==> src/rtl/fp_pkg.sv <==
// Shared widths and FSM state encoding for the FP adder mantissa datapath.
package fp_pkg;

    localparam int MANT_W  = 24;
    localparam int EXP_W   = 8;
    localparam int SHIFT_W = 5;

    typedef enum logic [1:0] {
        IDLE = 2'd0,
        SUB  = 2'd1,
        NORM = 2'd2,
        DONE = 2'd3
    } state_t;

endpackage

==> src/rtl/mant_abs_sub.sv <==
// Combinational magnitude subtractor: the larger operand is always the
// minuend, so the N-bit difference never borrows.
module mant_abs_sub
    import fp_pkg::*;
#(
    parameter int N = MANT_W
) (
    input  logic [N-1:0] a,
    input  logic [N-1:0] b,
    output logic [N-1:0] diff,
    output logic         swap,
    output logic         is_zero
);

    logic a_ge_b_s;

    // Select minuend/subtrahend by magnitude and flag exact cancellation
    always_comb begin
        a_ge_b_s = (a >= b);
        if (a_ge_b_s) begin
            diff = a - b;
        end else begin
            diff = b - a;
        end
        swap    = ~a_ge_b_s;
        is_zero = (a == b);
    end

endmodule

==> src/rtl/fp_mant_sub_norm.sv <==
// Multi-cycle mantissa subtract-and-normalise: |a-b| then one left shift per
// cycle, decrementing the exponent, until the MSB is set or the exponent hits 0.
module fp_mant_sub_norm
    import fp_pkg::*;
#(
    parameter int N  = MANT_W,
    parameter int E  = EXP_W,
    parameter int SW = $clog2(N + 1)
) (
    input  logic          clk,
    input  logic          rst_n,
    input  logic          in_valid,
    output logic          in_ready,
    input  logic [N-1:0]  a_mant,
    input  logic [N-1:0]  b_mant,
    input  logic [E-1:0]  exp_in,
    output logic          out_valid,
    input  logic          out_ready,
    output logic [N-1:0]  diff_mant,
    output logic [E-1:0]  exp_out,
    output logic          swap,
    output logic          zero,
    output logic [SW-1:0] norm_shift
);

    state_t        state_r, state_s;
    logic          load_s;
    logic [N-1:0]  a_r, b_r;
    logic [E-1:0]  exp_in_r;
    logic          in_ready_r, out_valid_r;
    logic [N-1:0]  diff_r, diff_s;
    logic [E-1:0]  exp_r, exp_s;
    logic          swap_r, swap_s;
    logic          zero_r, zero_s;
    logic [SW-1:0] shift_r, shift_s;

    logic [N-1:0]  abs_diff_s;
    logic          abs_swap_s;
    logic          abs_zero_s;

    mant_abs_sub #(.N(N)) u_abs_sub (
        .a       (a_r),
        .b       (b_r),
        .diff    (abs_diff_s),
        .swap    (abs_swap_s),
        .is_zero (abs_zero_s)
    );

    // Next-state and next-result computation; diff/exp registers double as
    // the working normalisation state while in NORM
    always_comb begin
        state_s = state_r;
        load_s  = 1'b0;
        diff_s  = diff_r;
        exp_s   = exp_r;
        swap_s  = swap_r;
        zero_s  = zero_r;
        shift_s = shift_r;
        case (state_r)
            IDLE: begin
                if (in_valid) begin
                    load_s  = 1'b1;
                    state_s = SUB;
                end else begin
                    state_s = IDLE;
                end
            end
            SUB: begin
                diff_s  = abs_diff_s;
                swap_s  = abs_swap_s;
                zero_s  = abs_zero_s;
                shift_s = {SW{1'b0}};
                if (abs_zero_s) begin
                    exp_s   = {E{1'b0}};
                    state_s = DONE;
                end else if (abs_diff_s[N-1] || (exp_in_r == {E{1'b0}})) begin
                    exp_s   = exp_in_r;
                    state_s = DONE;
                end else begin
                    exp_s   = exp_in_r;
                    state_s = NORM;
                end
            end
            NORM: begin
                // Entry guarantees exp_r != 0, so the decrement cannot wrap
                diff_s  = {diff_r[N-2:0], 1'b0};
                exp_s   = exp_r - {{(E-1){1'b0}}, 1'b1};
                shift_s = shift_r + {{(SW-1){1'b0}}, 1'b1};
                if (diff_s[N-1] || (exp_s == {E{1'b0}})) begin
                    state_s = DONE;
                end else begin
                    state_s = NORM;
                end
            end
            DONE: begin
                if (out_ready) begin
                    state_s = IDLE;
                end else begin
                    state_s = DONE;
                end
            end
            default: begin
                state_s = IDLE;
            end
        endcase
    end

    // State, operand capture and registered result/handshake outputs
    always_ff @(posedge clk or negedge rst_n) begin
        if (!rst_n) begin
            state_r     <= IDLE;
            in_ready_r  <= 1'b1;
            out_valid_r <= 1'b0;
            a_r         <= {N{1'b0}};
            b_r         <= {N{1'b0}};
            exp_in_r    <= {E{1'b0}};
            diff_r      <= {N{1'b0}};
            exp_r       <= {E{1'b0}};
            swap_r      <= 1'b0;
            zero_r      <= 1'b0;
            shift_r     <= {SW{1'b0}};
        end else begin
            state_r     <= state_s;
            in_ready_r  <= (state_s == IDLE);
            out_valid_r <= (state_s == DONE);
            if (load_s) begin
                a_r      <= a_mant;
                b_r      <= b_mant;
                exp_in_r <= exp_in;
            end
            diff_r      <= diff_s;
            exp_r       <= exp_s;
            swap_r      <= swap_s;
            zero_r      <= zero_s;
            shift_r     <= shift_s;
        end
    end

    assign in_ready   = in_ready_r;
    assign out_valid  = out_valid_r;
    assign diff_mant  = diff_r;
    assign exp_out    = exp_r;
    assign swap       = swap_r;
    assign zero       = zero_r;
    assign norm_shift = shift_r;

endmodule

==> config.mk <==
export PLATFORM = sky130hd
export DESIGN_NAME = fp_mant_sub_norm
export DESIGN_NICKNAME = d
export VERILOG_FILES = /design/src/rtl/fp_pkg.sv /design/src/rtl/mant_abs_sub.sv /design/src/rtl/fp_mant_sub_norm.sv
export SDC_FILE = /design/constraint.sdc
export NUM_CORES = 1
export LEC_CHECK = 0
export BUFFER_PORTS_ARGS = -buffer_cell sky130_fd_sc_hd__buf_2
export CORE_ASPECT_RATIO = 0.8
export CORE_MARGIN = 3
export CORE_UTILIZATION = 50
export CTS_BUF_LIST = sky130_fd_sc_hd__clkbuf_4
export CTS_CLUSTER_SIZE = 10
export DETAILED_ROUTE_END_ITERATION = 6
export PLACE_DENSITY = 0.82
export SETUP_SLACK_MARGIN = 0.05
export SYNTH_ARGS = -nofsm -noshare
export SYNTH_HDL_FRONTEND = slang
export SYNTH_SLANG_ARGS = --single-unit
==> constraint.sdc <==
create_clock -name clk -period 4.6 [get_ports clk]
set_input_delay 0 -clock clk [delete_from_list [all_inputs] [get_ports clk]]
set_output_delay 0 -clock clk [all_outputs]
set_load 0.01 [all_outputs]
Word level (Yosys, flattened, before mapping)
Index checks and enable logic that the tools add are counted.
Operators by class
  $add $sub $neg: 4
  order comparisons: 1
  equality and inequality tests: 5
  multiplexer cells: 13
  bitwise gates (word level): 1
  reductions and logical operators: 7
Operators by type and width (count)
  24-bit one-hot mux with 2 select lines: 1
  24-bit subtractor: 2
  24-bit == test: 1
  24-bit greater-or-equal comparator: 1
  24-bit two-way mux: 1
  8-bit logical NOT: 2
  8-bit one-hot mux with 2 select lines: 1
  5-bit one-hot mux with 2 select lines: 1
  8-bit two-way mux: 1
  2-bit one-hot mux with 4 select lines: 1
  8-bit by 1-bit subtractor with 8-bit output, second input constant: 1
  2-bit == test, second input constant: 3
  1-bit two-way mux: 6
  5-bit by 1-bit adder with 5-bit output, second input constant: 1
  2-bit logical NOT: 2
  2-bit by 1-bit == test with 1-bit output, second input constant: 1
  1-bit logical OR: 2
  2-bit two-way mux: 1
  2-bit nonzero test: 1
  1-bit inverter: 1
Word-level totals
  register bits: 99
  input port bits: 60
  output and inout bits: 41
  logic and storage cells: 42

Longest topological paths before layout
  word-level depth: 7
  mapped depth: 14

By module
From an unflattened synthesis, not the netlist that was laid out.
Second synthesis, totals
  cells, all modules: 728
  area, all modules: 6919.1 um^2
By module, submodules not included
  fp_mant_sub_norm: instances 1, cells each 344, area each 4262.8 um^2, sequential area each 2478.6 um^2
  mant_abs_sub: instances 1, cells each 384, area each 2656.3 um^2, sequential area each 0.0 um^2

Worst setup path after synthesis
OpenSTA, ideal clock, no wires.
  kind: register to register
  from: register a_r[19]
  to: register diff_r[20] (netlist: diff_mant[20])
  setup time: 0.126 ns
  data arrival time: 3.043 ns
  setup slack: 1.431 ns
  stages on the path, launching flop included: 13
  cell sequence: dfrtp_1 inv_1 ha_1 buf_4 nand4_4 or3_4 or4_4 o211a_2 nand2_4 mux2_2 a211oi_2 mux2i_1 a311o_1
On the way
  longest elaborated chain between the ends: 3
  elaborated cells on any way between the ends: 5
  classes of those cells: add/sub: 2; order compare: 1; mux: 2
Ends and longest elaborated chain
  start: declaration: RTL line fp_mant_sub_norm.sv:28  | logic [N-1:0] a_r, b_r;
  start signal: assignment: RTL line fp_mant_sub_norm.sv:114  | a_r <= {N{1'b0}};
  start signal: assignment: RTL line fp_mant_sub_norm.sv:127  | a_r <= a_mant;
  24-bit subtractor (tied with other cells): RTL line mant_abs_sub.sv:23  | diff = b - a;
  24-bit two-way mux (*): RTL line mant_abs_sub.sv:20  | if (a_ge_b_s) begin
  24-bit one-hot mux with 2 select lines (*): RTL line fp_mant_sub_norm.sv:59  | case (state_r)
  end signal: assignment: RTL line fp_mant_sub_norm.sv:117  | diff_r <= {N{1'b0}};
  end signal: assignment: RTL line fp_mant_sub_norm.sv:131  | diff_r <= diff_s;
  end: declaration: RTL line fp_mant_sub_norm.sv:31  | logic [N-1:0] diff_r, diff_s;
Every way passes the cells marked *; elsewhere a longest branch is shown, timed or not.
A chain may end at the register's enable or synchronous reset.

Worst setup path in the final report
  from: register a_r[18]
  to: register diff_r[20] (netlist: diff_mant[20])
Same word-level chain as after synthesis.

==> metrics.txt <==
Final Setup Violations=0; Yosys top cell area share=35.26%; std cell rows=37; Fin. Hold Viols=0; GRT Overall Usage=a little under a quarter; Antenna Nets Post-Route=0; Worst Setup Path Type=reg2reg; maxcap violations=0; Critical Path Source=a_r[18]; Worst-path clk slew=0.17 ns; nets@finish=998; Final Max Tran Viols=0; setup_tns=0 ns; critical-path cell list=inv_1 > ha_1 > nand4_4 > or3_4 > or4_4 > o211a_2 > nand2_4 > mux2_2 > a211oi_2 > mux2i_1 > a311o_1; critical path endpoint category=register; Tmin final=between 3 and 4 ns; #FFs+latches synth=just under 100; largest net degree at the start of global routing=62; core area=~13,000 sq um; worst endpoint required time=between 4 and 5 ns; CP delay by family, top=simple AND/OR/NAND/NOR gates; Max Buffers Root-to-Sink=2; fraction of the yosys area taken by sequential cells=between 30% and 40%; met1 WL=between 8000 and 9000 um; Port-buffer cells=100; Iter 0 DRT Violations=711; Area growth, synth to finish=18.78%; Tcrit/Tclk final=between 80% and 90%; Hold WC Path Type=in2async; unrepaired setup endpoints after global routing=no; pre-CTS setup slack=about 0.96 ns; Post-Synthesis Cell Area=between 6000 and 7000 sq um; Crit-path slowest cell=or4_4; CP peak stage delay=roughly 0.55 ns; share of layout cells above drive strength 1=between 20% and 30%; metal3 WL=1170 um; first-pass GRT wire length=29,590 um; Worst R2R Start=a_r[18]; relative slew slack=46.72%; synth top area cells=dfrtp_1 (35%), mux2_2 (11%), ha_1 (9.9%), a21oi_1 (4.2%), inv_1 (4.0%); final setup margin=roughly 0.9 ns; total grt overflow=0; diode count=0; vias in the first global route=between 5,000 and 6,000; Max FO, Critical Path=17; number of buffers created by CTS=9; Worst-Margin Slew=between 0.7 and 0.8 ns; PostCTS Resize Cnt=0; most instantiated cells after synthesis=dfrtp_1 (98), inv_1 (75), mux2_2 (67); Worst R2R End=diff_mant[20]; Wirelength per Cell=between 15 and 20 um; final setup skew=0.01706 ns; vias post-DR=6,060; CTS Root Buffer Type=clkbuf_4; Yosys top cell by area=dfrtp_1; sum of routed wire length over all layers=17,840 um; reg2reg setup slack=0.90 ns; most used flip-flop cell after synthesis=dfrtp_1; worst skew pair latency=0.47 ns; number of enable flip-flop cells after synthesis=0; Mean Syn Cell Area=a little over 9 sq um; gate count of the mapped netlist=around 750; Yosys cell types=66; die area=approximately 15,000 sq um; die width=137.9 um; CP bufs+invs=1; Initial Utilization=between 50% and 60%; Mapped Nets=~860; uppermost layer routed=met4; Final HPWL DP=13,260 um; H-tree levels=3; DR WL met2=about 8200 um; fmax=roughly 270 MHz; routed vias/inst=about 5.7; initial antenna violation count=0; Die Ht=111.5 um; CTS sink cnt=a little under 100; Routability Congestion=0.9574; CP Data Arrival Time=approximately 4.1 ns; number of remaining DRC errors=0; Pre-Repair DR Iteration Count=5; ys async rst share=100.0%; outcome=finished, final reports clean; CTS tree=built; Critical Path Source Type=register; top-count cell post-synth=dfrtp_1; Top-Level Pins=101; synth warn=0; Worst R2R Path Depth=11
==> layout make-up <==
| class | count | area [sq um] |
|---|---|---|
| clock buffers | 9 | 67.56 |
| repair buffers | 164 | 1131 |
| well taps | 175 | 219.0 |
| fillers | 1124 | 4980 |
| multi-input cells | 532 | 4024 |
| flip-flops and latches | 99 | 2479 |
| inverters | 75 | 281.5 |
| clock inverters | 7 | 58.81 |
==> kinds of logic (layout without fill, tap and decap cells) <==
family / Yosys count / count (layout) / synth area share (%)
buffers and inverters: 115 / 255 / 6.567
muxes: 78 / 78 / 12.43
AOI/OAI and AO/OA: 215 / 215 / 20.42
and+or+nand+nor: 165 / 165 / 12.32
DFF: 99 / 99 / 35.64
xor gates and xnor gates: 17 / 17 / 2.141
adders and majority gates: 57 / 57 / 10.47
==> sequential cells by signal (all words and copies together) (netlist names) <==
register,cells
norm_shift,5
diff_mant,24
zero,1
state_r,2
b_r,24
a_r,24
exp_out,8
in_ready,1
swap,1
out_valid,1
exp_in_r,8
==> worst register-to-register path: stages, from the launching register on <==
cell      delay, ns
dfrtp_1        0.40
inv_1          0.05
ha_1           0.52
nand4_4        0.16
or3_4          0.43
or4_4          0.55
o211a_2        0.20
nand2_4        0.24
mux2_2         0.43
a211oi_2       0.23
mux2i_1        0.11
a311o_1        0.27
==> how the worst max path moves through the flow <==
| stage | depth (start not counted) | to |
|---|---|---|
| 6_report | 11 | diff_mant[20] |
| 5_1_grt | 11 | diff_mant[20] |
| 4_1_cts | 11 | diff_mant[20] |
| 3_5_place_dp | 11 | diff_mant[20] |
| 3_3_place_gp | 11 | diff_mant[20] |
| 2_1_floorplan | 12 | diff_mant[20] |
==> timing repair <==
action | 4_1_cts | 5_1_grt
hold buffers | 59 | 0
setup endpoints to repair | 0 | 0
hold endpoints to repair | 96 | 0
buffers inserted | 0 | 0
==> placed cells by master (no fill, tap or decap), types with 5 or more instances in the layout <==
cell / synthesis / final
and3_1: 6 / 6
nand4_1: 6 / 6
clkbuf_4: 0 / 9
nor2b_1: 18 / 18
nand2b_1: 10 / 10
buf_2: 8 / 99
a31oi_1: 8 / 8
a211oi_1: 5 / 5
nor2_1: 21 / 21
nor3_1: 11 / 11
mux2i_1: 11 / 11
o21ai_0: 46 / 46
dfrtp_1: 98 / 98
o21a_1: 6 / 6
ha_1: 55 / 54
o22ai_1: 7 / 7
nand2_1: 53 / 52
a21o_1: 26 / 26
o211ai_1: 9 / 9
o21bai_1: 7 / 7
nand3_1: 20 / 20
dlygate4sd3_1: 0 / 59
a21oi_1: 58 / 58
mux2_2: 67 / 67
inv_1: 75 / 75
buf_4: 2 / 6
xnor2_1: 14 / 14
==> metrics by stage <==
stage               hold WS (ns)  util (%)  area, sq um  cells
detailed placement     -0.007493     56.97         7543    986
floorplan                -0.2956         -         6954    746
global route             0.03450     62.39         8260   1061
finish                  0.008760     62.39         8260   1061
CTS                      0.01415     62.39         8260   1061
global placement       -0.009169     56.97         7543    986
==> routing by layer <==
metal	global-route usage [%]	up-vias
met5	0	-
met3	4.923	31
met2	37.45	221
met1	33.63	2887
met4	4.147	0
li1	-	2921
Power is not shown: default switching activity piles up to over one toggle a cycle in this logic, so the estimate is an artifact.
